==> src/rtl/operand_fetch_sequencer.sv <==
// Operand fetch sequencer for the MSP430 CPU.
//
// Each decoded instruction is broken into the bus cycles its addressing modes
// need. They are issued in a fixed order: source extension word, source read,
// destination extension word, destination read, execute, destination
// write-back. A stage whose condition is false costs no cycles, so the choice
// of next state is made combinationally. When the constant generator supplies
// an operand, that operand gets no memory cycles.
//
// Ports:
//   MCLK, RST_n          clock, asynchronous active-low reset
//   start                decoded instruction valid (sampled only in IDLE)
//   Format, isJump       instruction class
//   srcA, As, dstA, Ad   register fields and addressing modes
//   BW                   byte operation (selects the autoincrement size)
//   srcGenerated,
//   dstGenerated         constant generator supplied source / destination
//   noDstRead            destination is not read before execute
//   noWriteBack          result is not written back
//   mem_ack              bus completion for the current request
//   mem_req, mem_op      bus request and cycle type (held until ack)
//   incPC                PC += 2 pulse on an extension word ack
//   incSrc, incAmt       autoincrement pulse and its size
//   exec                 one-cycle ALU execute strobe
//   busy                 high in every state except IDLE
//   done, fault          one-cycle completion / bus timeout pulses
module operand_fetch_sequencer #(
    parameter int unsigned MAX_WAIT = 8,
    parameter int unsigned WAIT_W   = 4
) (
    input  logic       MCLK,
    input  logic       RST_n,
    input  logic       start,
    input  logic       Format,
    input  logic       isJump,
    input  logic [3:0] srcA,
    input  logic [1:0] As,
    input  logic [3:0] dstA,
    input  logic       Ad,
    input  logic       BW,
    input  logic       srcGenerated,
    input  logic       dstGenerated,
    input  logic       noDstRead,
    input  logic       noWriteBack,
    input  logic       mem_ack,
    output logic       mem_req,
    output logic [1:0] mem_op,
    output logic       incPC,
    output logic       incSrc,
    output logic [1:0] incAmt,
    output logic       exec,
    output logic       busy,
    output logic       done,
    output logic       fault
);

    // The encodings of the memory states are 1..4, in issue order. They line
    // up with bits 0..3 of the need vector below.
    typedef enum logic [2:0] {
        IDLE    = 3'd0,
        SRC_EXT = 3'd1,
        SRC_RD  = 3'd2,
        DST_EXT = 3'd3,
        DST_RD  = 3'd4,
        EXEC    = 3'd5,
        WB      = 3'd6
    } stateT;

    typedef enum logic [1:0] {
        OP_FETCH_EXT = 2'd0,
        OP_READ_SRC  = 2'd1,
        OP_READ_DST  = 2'd2,
        OP_WRITE_DST = 2'd3
    } memOpT;

    stateT             state, stateNext;
    logic [WAIT_W-1:0] waitCnt;

    // need[0]=SRC_EXT, need[1]=SRC_RD, need[2]=DST_EXT, need[3]=DST_RD
    logic [3:0] decNeed, needQ;
    logic       decWb, wbQ;
    logic       decAutoSrc, autoSrcQ;
    logic       decAutoDst, autoDstQ;
    logic [1:0] decAmt, amtQ;
    logic [3:0] modeReg;
    logic       modeImm;

    logic       memState;
    logic       timeout;
    logic       doneQ, faultQ;
    memOpT      opSel;

    // Returns the first needed memory stage at or after stage index 'from'.
    // Returns EXEC if no later stage is needed.
    function automatic stateT firstFrom(input logic [3:0] need, input int unsigned from);
        stateT s;
        logic  found;
        s     = EXEC;
        found = 1'b0;
        for (int unsigned i = 0; i < 4; i++) begin
            if (!found && i >= from && need[i]) begin
                s     = stateT'(3'(i + 1));
                found = 1'b1;
            end
        end
        return s;
    endfunction

    // Decode the live instruction fields. The results are latched on start.
    always_comb begin
        decNeed    = '0;
        decWb      = 1'b0;
        decAutoSrc = 1'b0;
        decAutoDst = 1'b0;
        modeReg    = Format ? dstA : srcA;
        modeImm    = (As == 2'b11) && (modeReg == 4'd0);
        decAmt     = (!BW || modeReg == 4'd1) ? 2'd2 : 2'd1;
        if (!isJump) begin
            if (!Format) begin
                if (!srcGenerated) begin
                    case (As)
                        2'b01:   decNeed[1:0] = 2'b11;
                        2'b10:   decNeed[1]   = 1'b1;
                        2'b11: begin
                            if (modeImm) begin
                                decNeed[0] = 1'b1;
                            end else begin
                                decNeed[1] = 1'b1;
                                decAutoSrc = 1'b1;
                            end
                        end
                        default: ;
                    endcase
                end
                if (Ad && !dstGenerated) begin
                    decNeed[2] = 1'b1;
                    decNeed[3] = !noDstRead;
                    decWb      = !noWriteBack;
                end
            end else if (!dstGenerated) begin
                case (As)
                    2'b01:   decNeed[3:2] = 2'b11;
                    2'b10:   decNeed[3]   = 1'b1;
                    2'b11: begin
                        if (modeImm) begin
                            decNeed[2] = 1'b1;
                        end else begin
                            decNeed[3] = 1'b1;
                            decAutoDst = 1'b1;
                        end
                    end
                    default: ;
                endcase
                decWb = (As != 2'b00) && !noWriteBack && !modeImm;
            end
        end
    end

    always_comb begin
        stateNext = state;
        memState  = 1'b0;
        opSel     = OP_FETCH_EXT;
        incPC     = 1'b0;
        incSrc    = 1'b0;
        exec      = 1'b0;
        timeout   = 1'b0;
        case (state)
            IDLE: begin
                if (start) stateNext = firstFrom(decNeed, 0);
            end
            SRC_EXT: begin
                memState = 1'b1;
                opSel    = OP_FETCH_EXT;
                if (mem_ack) begin
                    incPC     = 1'b1;
                    stateNext = firstFrom(needQ, 1);
                end
            end
            SRC_RD: begin
                memState = 1'b1;
                opSel    = OP_READ_SRC;
                if (mem_ack) begin
                    incSrc    = autoSrcQ;
                    stateNext = firstFrom(needQ, 2);
                end
            end
            DST_EXT: begin
                memState = 1'b1;
                opSel    = OP_FETCH_EXT;
                if (mem_ack) begin
                    incPC     = 1'b1;
                    stateNext = firstFrom(needQ, 3);
                end
            end
            DST_RD: begin
                memState = 1'b1;
                opSel    = OP_READ_DST;
                if (mem_ack) begin
                    incSrc    = autoDstQ;
                    stateNext = EXEC;
                end
            end
            EXEC: begin
                exec      = 1'b1;
                stateNext = wbQ ? WB : IDLE;
            end
            WB: begin
                memState = 1'b1;
                opSel    = OP_WRITE_DST;
                if (mem_ack) stateNext = IDLE;
            end
            default: stateNext = IDLE;
        endcase
        // The last unacknowledged cycle of the wait budget aborts the request.
        if (memState && !mem_ack && waitCnt == WAIT_W'(MAX_WAIT - 1)) begin
            timeout   = 1'b1;
            stateNext = IDLE;
        end
    end

    always_ff @(posedge MCLK or negedge RST_n) begin
        if (!RST_n) begin
            state    <= IDLE;
            waitCnt  <= '0;
            needQ    <= '0;
            wbQ      <= 1'b0;
            autoSrcQ <= 1'b0;
            autoDstQ <= 1'b0;
            amtQ     <= '0;
            doneQ    <= 1'b0;
            faultQ   <= 1'b0;
        end else begin
            state <= stateNext;
            if (stateNext != state) begin
                waitCnt <= '0;
            end else if (memState && !mem_ack) begin
                waitCnt <= waitCnt + 1'b1;
            end
            if (state == IDLE && start) begin
                needQ    <= decNeed;
                wbQ      <= decWb;
                autoSrcQ <= decAutoSrc;
                autoDstQ <= decAutoDst;
                amtQ     <= decAmt;
            end
            doneQ  <= (stateNext == IDLE) && (state == EXEC || state == WB) && !timeout;
            faultQ <= timeout;
        end
    end

    // mem_req is decoded from state, so an asynchronous reset drops it at once.
    assign mem_req = memState;
    assign mem_op  = memState ? opSel : OP_FETCH_EXT;
    assign incAmt  = incSrc ? amtQ : 2'd0;
    assign busy    = (state != IDLE);
    assign done    = doneQ;
    assign fault   = faultQ;

endmodule

==> config.mk <==
export PLATFORM = sky130hd
export DESIGN_NAME = operand_fetch_sequencer
export DESIGN_NICKNAME = d
export VERILOG_FILES = /design/src/rtl/operand_fetch_sequencer.sv
export SDC_FILE = /design/constraint.sdc
export NUM_CORES = 1
export LEC_CHECK = 0
export ABC_AREA = 0
export BUFFER_PORTS_ARGS = -buffer_cell sky130_fd_sc_hd__buf_4
export CAP_MARGIN = 20
export CORE_MARGIN = 2
export CORE_UTILIZATION = 58
export CTS_BUF_LIST = sky130_fd_sc_hd__clkbuf_2
export CTS_CLUSTER_SIZE = 8
export DETAILED_ROUTE_END_ITERATION = 10
export GPL_ROUTABILITY_DRIVEN = 1
export GPL_TIMING_DRIVEN = 0
export PLACE_DENSITY = 0.92
export REMOVE_ABC_BUFFERS = 1
export SLEW_MARGIN = 20
export SYNTH_ARGS = -nofsm -noshare
export SYNTH_HDL_FRONTEND = slang
export SYNTH_SLANG_ARGS = --single-unit
==> constraint.sdc <==
create_clock -name MCLK -period 5.97 [get_ports MCLK]
set_clock_uncertainty 0.2 [all_clocks]
set_input_delay 0.597 -clock MCLK [delete_from_list [all_inputs] [get_ports MCLK]]
set_output_delay 0.597 -clock MCLK [all_outputs]
set_load 0.005 [all_outputs]
==> results of run 1 <==
[metrics by stage]
stage | instance area (sq um) | hold slack (ns) | util (%)
6_report | 1480 | 0.297 | 75.6
5_1_grt | 1480 | 0.329 | 75.6
4_1_cts | 1480 | 0.302 | 75.6
3_5_place_dp | 1450 | 0.266 | 74.0
3_3_place_gp | 1450 | 0.254 | 74.0
2_1_floorplan | 1180 | 0.101 | -
[flip-flops by register name, indices dropped and copies added (netlist names)]
register,count
amtQ,2
fault,1
autoSrcQ,1
waitCnt,4
state,3
done,1
autoDstQ,1
needQ,3
wbQ,1
[final cells by class]
cell class | instances | area (sq um) | share of cell area, %
multi-input cells | 110 | 723 | 48.8
flip-flops and latches | 17 | 425 | 28.7
repair buffers | 33 | 250 | 16.9
well taps | 27 | 33.8 | 2.28
inverters | 8 | 30.0 | 2.03
clock buffers | 4 | 20.0 | 1.35
[cell families after synthesis]
family	count (synthesis)	share of synthesized area (%)
DFF	17	35.0
muxes	3	2.47
and+or+nand+nor	60	27.7
buffers and inverters	16	5.56
adders and majority gates	4	4.12
AOI/OAI and AO/OA	39	22.3
xor gates and xnor gates	4	2.88
[synth_stat cells, types with 2 or more instances]
cell type   n
clkbuf_1    7
o21ai_0     8
dfrtp_1    17
o31ai_1     3
nand2_1    15
nand4_1     2
nor2b_1     9
nor3b_1     2
xor2_1      2
xnor2_1     2
o211ai_1    3
nor2_1     18
a31oi_1     2
a211oi_1    2
ha_1        4
mux2i_1     3
inv_1       8
a22oi_1     2
and2_1      3
a21oi_1     7
[cells in the final DEF, fill, tap and decap left out, types with 2 or more instances in the layout]
cell type	count
a211oi_1	2
a21oi_1	7
a22oi_1	2
a31oi_1	2
and2_1	3
buf_4	32
clkbuf_2	4
dfrtp_1	17
ha_1	4
inv_1	8
mux2i_1	3
nand2_1	15
nand4_1	2
nor2_1	18
nor2b_1	9
nor3b_1	2
o211ai_1	3
o21ai_0	8
o31ai_1	3
xnor2_1	2
xor2_1	2
[per-layer routing]
layer / vias up / wire length, um
met1: 558 / 1100
li1: 568 / -
met4: 0 / 81
met3: 8 / 91
met2: 39 / 1390
met5: - / 0
[worst min path at each step]
stage / start / end / slack (ns) / depth (start not counted)
after CTS: amtQ[0] / amtQ[0] / 0.30 / 1
after global routing: amtQ[0] / amtQ[0] / 0.33 / 1
after global placement: amtQ[0] / amtQ[0] / 0.25 / 1
after detailed placement: RST_n / waitCnt[0] / 0.27 / 1
final: amtQ[0] / amtQ[0] / 0.30 / 1
after floorplan: RST_n / amtQ[0] / 0.10 / 0
[report_power, final]
| group | internal, uW | switching [uW] |
|---|---|---|
| Sequential | 146 | 57.7 |
| Clock | 17.8 | 35.3 |
| Combinational | 116 | 111 |
| Total | 280 | 204 |
==> impl_metrics.json, run 1 <==
{
  "synth_flop_cell": "dfrtp_1",
  "via_per_inst": 5.89,
  "grt_pass1_wl_um": 4530,
  "fin_crit_sh_pct": 42.6,
  "grt.met3_usage_pct": 1.21,
  "critical-path-top-delay-family": "flip-flops",
  "crit_required_ns": 5.17,
  "portBuffers": 32,
  "power_uw": 484,
  "first_iter_violations": 27,
  "clock-root-buffer": "clkbuf_2",
  "yosys_warnings": 0,
  "gp_congestion": 0.870,
  "final-hold-violation-count": 0,
  "post-place-ws_ns": 3.51,
  "crit_type": "reg2out",
  "grt_usage_pct": 23.9,
  "max-slew-margin-rel_pct": 50.4,
  "cap_violations": 0,
  "power_density_nw_per_um2": 326,
  "ant_nets": 0,
  "ys_ff_latch": 17,
  "post-synth-top-area-cell": "dfrtp_1",
  "crit_path_cell_trace": "a31oi_1 -> nor3b_1 -> and2_1 -> buf_4",
  "antenna_found_initial": 0,
  "rr_startpoint": "state[1]",
  "grt_pass1_vias": 1094,
  "drtPass1Iterations": 4,
  "cts_made_buffers": 3,
  "max_freq_ghz": 0.393,
  "drv_slew": 0,
  "routed_wl_um": 2660,
  "syn_area_per_cell_sq_um": 8.50,
  "synth_top_area_share_pct": 35.0,
  "endpoint": "incAmt[1]",
  "syn2layout_area_growth_pct": 21.9,
  "final_layout_size_suffix_gt1_share_pct": 24.4,
  "die_w_um": 49.8,
  "antennaDiodeCount": 0,
  "cp_slowest_cell": "dfrtp_1",
  "die_area_sq_um": 2480,
  "core_sq_um": 1960,
  "rrSetupSlack_ns": 3.58,
  "cp-end-kind": "output port",
  "setup-tns-final_ns": 0,
  "status": "complete, no violations",
  "critical_path_buf_inv_count": 1,
  "start_kind": "flop",
  "cts_tree": "built",
  "synth_cells": 143,
  "r2r_cells": 4,
  "dp.cells": 194,
  "synth_edf_count": 0,
  "startpoint": "state[1]",
  "ctsResizeCount": 0,
  "irDropWorstVdd_uv": 194,
  "rsz0062_at_grt": "no",
  "post-route-min-period_ns": 2.54,
  "synth_area_sq_um": 1220,
  "final_nets": 199,
  "layout.cells.non_filler": 199,
  "drc": 0,
  "grt_use_met2_pct": 43.6,
  "overflow": 0,
  "worstPathArrival_ns": 1.75,
  "die_h_um": 49.8,
  "p_leak_uw": 0.000674,
  "synthTopCellsByArea": "dfrtp_1, nor2_1, nand2_1, nor2b_1, ha_1",
  "cts_hold_buf": 1,
  "rows": 16,
  "ys_types": 44,
  "worst_slack_ns": 3.43,
  "yosysSeqAreaShare_pct": 35.0,
  "slowest_delay_ns": 0.71,
  "htree_levels": 1,
  "wl_per_cell_um": 13.4,
  "numClockSinks": 17,
  "timing.rr.end": "done",
  "cp_max_fo": 16,
  "dp_hpwl_um": 2120,
  "vias": 1173,
  "ioPinCount": 33,
  "grt_max_degree": 21,
  "hold_class": "reg2reg",
  "postCtsSetupBuffers": 0,
  "fillers": 167,
  "async_flop_share_pct": 100,
  "clk_pin_slew_worst_paths_ns": 0.16,
  "clockBufferDepth": 2,
  "met1_usage_pct": 26.9,
  "busiest_layer": "met2",
  "path_depth": 4,
  "insertion_delay_ns": 0.29,
  "worstMarginPinSlew_ns": 0.739,
  "finalSetupViolations": 0,
  "start_util_pct": 62.0
}
(Power assumes the default switching activity.)
==> run 2, diff against run 1 <==
Settings changed: CORE_UTILIZATION 58 to 49, PLACE_DENSITY 0.92 to 0.83.
Clock period 5.97 ns to 2.2 ns, I/O delays scaled along.
==> run 2 against run 1 <==
  * Routed wire length down 2.1%
  * Flip-flop and latch count unchanged
  * Utilization down 11 points
  * Via count down 2.0%
  * Cell count up 4.5%
  * Combinational power rose to 2.9 times the previous value
  * Sequential share of layout area down 1.1 points
  * Global-route usage down 3.7 points
==> impl_metrics.json, run 2 (synthesized netlist as in run 1, its figures left out) <==
{
  "status": "complete, no violations",
  "biggestRegsByFlops": "waitCnt (4), needQ (3), state (3)",
  "wl_per_cell_um": 12.5,
  "fillers": 203,
  "dp_hpwl_um": 2020,
  "layout_commonest_cell": "buf_4",
  "post-route-min-period_ns": 2.07,
  "cap_violations": 0,
  "p_leak_uw": 0.000698,
  "grt_max_degree": 21,
  "crit_required_ns": 1.78,
  "gp_congestion": 0.914,
  "layout.cells.non_filler": 208,
  "finalSetupViolations": 0,
  "max_freq_ghz": 0.482,
  "die_w_um": 53.8,
  "switching_share_pct": 41.2,
  "p_clk_share_pct": 10.6,
  "seq_power_share_pct": 40.4,
  "syn2layout_area_growth_pct": 27.8,
  "portBuffers": 32,
  "grt_usage_pct": 20.2,
  "antennaDiodeCount": 0,
  "rows": 18,
  "holdCritStartpoint": "Ad",
  "grt_pass1_wl_um": 4280,
  "grt_pass1_vias": 1072,
  "cts_made_buffers": 3,
  "power_density_nw_per_um2": 875,
  "drv_slew": 0,
  "startpoint": "state[1]",
  "cp-end-kind": "output port",
  "numClockSinks": 17,
  "final_layout_size_suffix_gt1_share_pct": 27.0,
  "fin_crit_sh_pct": 94.3,
  "worstMarginPinSlew_ns": 0.657,
  "drc": 0,
  "final-hold-violation-count": 0,
  "start_kind": "flop",
  "final_nets": 205,
  "irDropWorstVdd_uv": 537,
  "largest_reg_flops": 4,
  "p_comb_share_pct": 49.0,
  "cts_tree": "built",
  "crit_type": "reg2out",
  "setup-tns-final_ns": 0,
  "ant_nets": 0,
  "clock-root-buffer": "clkbuf_2",
  "insertion_delay_ns": 0.29,
  "rsz0062_at_grt": "no",
  "first_iter_violations": 19,
  "htree_levels": 1,
  "ioPinCount": 33,
  "dp.cells": 197,
  "via_per_inst": 5.53,
  "routed_wl_um": 2610,
  "cp_max_fo": 16,
  "overflow": 0,
  "clk_pin_slew_worst_paths_ns": 0.15,
  "max-slew-margin-rel_pct": 55.9,
  "die_h_um": 53.8,
  "hold_class": "in2reg",
  "rr_startpoint": "state[1]",
  "die_area_sq_um": 2900,
  "core_sq_um": 2410,
  "clockBufferDepth": 2,
  "p_int_uw": 799,
  "switchingPower_uw": 560,
  "worstPathArrival_ns": 1.65,
  "final_cell_mix": "buf_4, nor2_1, nand2_1, dfrtp_1, nor2b_1",
  "vias": 1150,
  "power_uw": 1360,
  "drtPass1Iterations": 4,
  "regMostFlops": "waitCnt",
  "start_util_pct": 50.5,
  "antenna_found_initial": 0
}
[run 2: cell types whose count changed in the layout (fill, tap and decap cells not counted)]
cell / change
dfrtp_1: -3
dfrtp_2: +3
nor3_4: +1
nor3_2: -1
dlygate4sd3_1: +4
nand2_2: +1
buf_4: +2
nand2_1: -1
[run 2: timing repair]
| action | in CTS | in global routing |
|---|---|---|
| setup buffers | 0 | 2 |
| endpoints found under the hold margin | 19 | 0 |
| hold buffers | 5 | 0 |
| resized for setup | 5 | 0 |
| setup endpoints to repair | 5 | 1 |
[run 2: worst paths after layout]
path / to / slack [ns] / cells after the start
setup / recovery: incAmt[1] / 0.13 / 5
hold / removal: wbQ / 0.06 / 3
setup reg to reg: done / 0.14 / 4
hold reg to reg: needQ[3] / 0.30 / 2
max in group asynchronous: state[1] / 1.49 / 2
min in group asynchronous: waitCnt[3] / 0.09 / 2
[run 2: area by class of cell]
class	instances	area (sq um)	area share [%]
Timing Repair Buffer	39	305	19.6
Sequential cell	17	429	27.6
Tap cell	30	37.5	2.42
Clock buffer	4	20.0	1.29
Inverter	8	30.0	1.93
Multi-Input combinational cell	110	732	47.1
[run 2: through the flow]
stage | instance area [sq um] | util [%] | worst slack (ns) | hold slack [ns]
after floorplan | 1180 | - | 0.134 | -0.276
after global placement | 1460 | 60.4 | -0.121 | -0.110
after detailed placement | 1460 | 60.4 | -0.149 | -0.105
after CTS | 1540 | 63.9 | 0.0837 | 0.0487
after global routing | 1550 | 64.5 | 0.000437 | 0.0490
final | 1550 | 64.5 | 0.125 | 0.0637
[run 2: layer usage]
layer  routed length (um)  up-vias  part of all wire [%]  global-route usage (%)
li1                     -      582                     -                       -
met1                 1060      530                    40                    20.8
met2                 1400       32                    54                    39.6
met3                   89        6                   3.4                    1.67
met4                   64        0                   2.5                    10.7
met5                    0        -                     0                       0
[run 2: worst max-delay path, stage by stage (launching register included)]
cell,delay (ns)
dfrtp_2,0.56
nor2_1,0.14
a31oi_1,0.05
nor3b_1,0.33
and2_1,0.19
buf_4,0.11
[run 2: power groups by stage]
stage | clock [uW] | sequential [uW] | combinational, uW
6_report | 144 | 550 | 665
5_1_grt | 163 | 568 | 751
4_1_cts | 149 | 561 | 627
3_5_place_dp | 0 | 553 | 607
3_3_place_gp | 0 | 543 | 589
2_1_floorplan | 0 | 517 | 408
==> run 3, diff against run 2 <==
Settings changed: PLACE_DENSITY 0.83 to 0.81, SKIP_LAST_GASP set to 1.
Clock period 2.2 ns to 1.75 ns, I/O delays scaled along.
==> run 3 against run 2 <==
  * The flow now finishes with violations (setup timing)
  * Utilization up 12 points
  * Sequential share of layout area down 4.2 points
  * Flip-flop and latch count unchanged
  * Sequential power up 18%
  * First-iteration DRC count up 79%
  * Register-to-register slack worse by 0.25 ns
  * Largest power group unchanged
==> impl_metrics.json, run 3 (synthesized netlist as in run 1, its figures left out) <==
{
  "crit_required_ns": 1.37,
  "post-place-ws_ns": -0.637,
  "startpoint": "state[2]",
  "layout_commonest_cell": "buf_4",
  "portBuffers": 32,
  "grt.met3_usage_pct": 2.50,
  "dp_hpwl_um": 2030,
  "critical_path_buf_inv_count": 1,
  "irDropWorstVdd_uv": 1040,
  "final_cell_mix": "buf_4, nor2_1, dfrtp_1, nand2_1, dlygate4sd3_1",
  "die_w_um": 53.8,
  "busiest_layer": "met2",
  "wl_per_cell_um": 14.9,
  "rows": 18,
  "grt_max_degree": 18,
  "status": "complete, but fails checks",
  "numClockSinks": 17,
  "largest_reg_flops": 4,
  "endpoint": "incAmt[0]",
  "worst_slack_ns": -0.129,
  "core_sq_um": 2410,
  "ant_nets": 0,
  "grt_pass1_vias": 1192,
  "fin_crit_sh_pct": 107,
  "overflow": 0,
  "drtPass1Iterations": 4,
  "p_leak_uw": 0.000832,
  "start_kind": "flop",
  "final_util_pct": 76.2,
  "critical-path-top-delay-family": "simple AND/OR/NAND/NOR gates",
  "vias": 1307,
  "cts_made_buffers": 3,
  "first_iter_violations": 34,
  "rsz0062_at_grt": "yes",
  "drc": 0,
  "drv_slew": 0,
  "met1_usage_pct": 27.7,
  "die_area_sq_um": 2900,
  "grt_usage_pct": 23.9,
  "regMostFlops": "waitCnt",
  "rr_startpoint": "state[2]",
  "antenna_found_initial": 0,
  "slowest_delay_ns": 0.48,
  "start_util_pct": 50.5,
  "final_layout_size_suffix_gt1_share_pct": 39.7,
  "antennaDiodeCount": 0,
  "syn2layout_area_growth_pct": 50.9,
  "rrSetupSlack_ns": -0.11,
  "max_freq_ghz": 0.532,
  "timing.rr.end": "done",
  "cp-end-kind": "output port",
  "grt_use_met2_pct": 42.5,
  "cts_tree": "built",
  "final-hold-violation-count": 0,
  "crit_type": "reg2out",
  "gp_congestion": 0.898,
  "worstPathArrival_ns": 1.50,
  "via_per_inst": 5.71,
  "worstMarginPinSlew_ns": 0.384,
  "power_density_nw_per_um2": 1240,
  "htree_levels": 1,
  "failed_checks": "setup timing",
  "finalSetupViolations": 10,
  "cp_slowest_cell": "dfrtp_2",
  "layout.cells.non_filler": 229,
  "clock-root-buffer": "clkbuf_2",
  "r2r_cells": 4,
  "max-slew-margin-rel_pct": 74.1,
  "post-route-min-period_ns": 1.88,
  "final_nets": 226,
  "insertion_delay_ns": 0.31,
  "path_depth": 6,
  "ioPinCount": 33,
  "clk_pin_slew_worst_paths_ns": 0.18,
  "holdCritStartpoint": "dstGenerated",
  "cp_max_fo": 6,
  "die_h_um": 53.8,
  "crit_path_cell_trace": "nand2_1 -> nor2_1 -> a31oi_1 -> nor3b_2 -> and2_1 -> buf_4",
  "biggestRegsByFlops": "waitCnt (4), needQ (3), state (3)",
  "clockBufferDepth": 2,
  "dp.cells": 197,
  "hold_class": "in2reg",
  "grt_pass1_wl_um": 5000,
  "cap_violations": 0,
  "power_uw": 2280,
  "routed_wl_um": 3410
}
-- run 3: cell types whose count changed in the layout (fill, tap and decap cells not counted), moves of 3 or more --
cell,delta
buf_4,+11
dlygate4sd3_1,+4
o21ai_1,+3
buf_6,+6
o21ai_0,-3
-- run 3: worst min path at each step --
stage          depth (start not counted)          to
6_report                               4    needQ[3]
5_1_grt                                4       fault
4_1_cts                                4    needQ[3]
3_5_place_dp                           1  waitCnt[2]
3_3_place_gp                           1  waitCnt[2]
2_1_floorplan                          0     amtQ[0]
-- run 3: layer usage --
| metal | share of wire, % | vias to the layer above |
|---|---|---|
| met5 | 0 | - |
| met2 | 51 | 56 |
| met4 | 2.3 | 0 |
| met1 | 42 | 621 |
| li1 | - | 621 |
| met3 | 4.8 | 9 |
-- run 3: per-stage QoR --
step                      instance area, sq um  hold slack (ns)  TNS, ns
after floorplan                           1180           -0.321    -1.17
after global placement                    1460           -0.153    -4.59
after detailed placement                  1460           -0.146    -5.36
after CTS                                 1670          0.00586   -0.790
after global routing                      1840          0.00954    -1.50
final                                     1840           0.0205   -0.707
-- run 3: area by class of cell --
| cell class | instances | area [sq um] |
|---|---|---|
| Tap cell | 30 | 37.5 |
| Multi-Input combinational cell | 110 | 823 |
| Fill cell | 171 | 574 |
| Timing Repair Buffer | 60 | 495 |
| Inverter | 8 | 30.0 |
| Sequential cell | 17 | 429 |
| Clock buffer | 3 | 15.0 |
| Clock inverter | 1 | 5.00 |
-- run 3: repair_timing --
| action | CTS | global route |
|---|---|---|
| hold buffers | 9 | 0 |
| endpoints found under the hold margin | 20 | 0 |
| setup endpoints to repair | 24 | 19 |
| pin swaps | 3 | 6 |
| buffers inserted | 9 | 10 |
| gates resized for setup | 13 | 25 |
-- run 3: report_power, final --
group	total, uW	internal, uW	switching (uW)	leakage, uW
combinational	1450	769	678	0.000593
sequential	647	506	141	0.000223
clock	183	51.7	132	0.0000164
total	2280	1330	951	0.000832
-- run 3: worst register-to-register path: stages, from the launching register on --
cell and delay, ns:
dfrtp_2 0.50, nor3_4 0.32, nand2_4 0.12, or3b_4 0.44
and4b_1 0.20
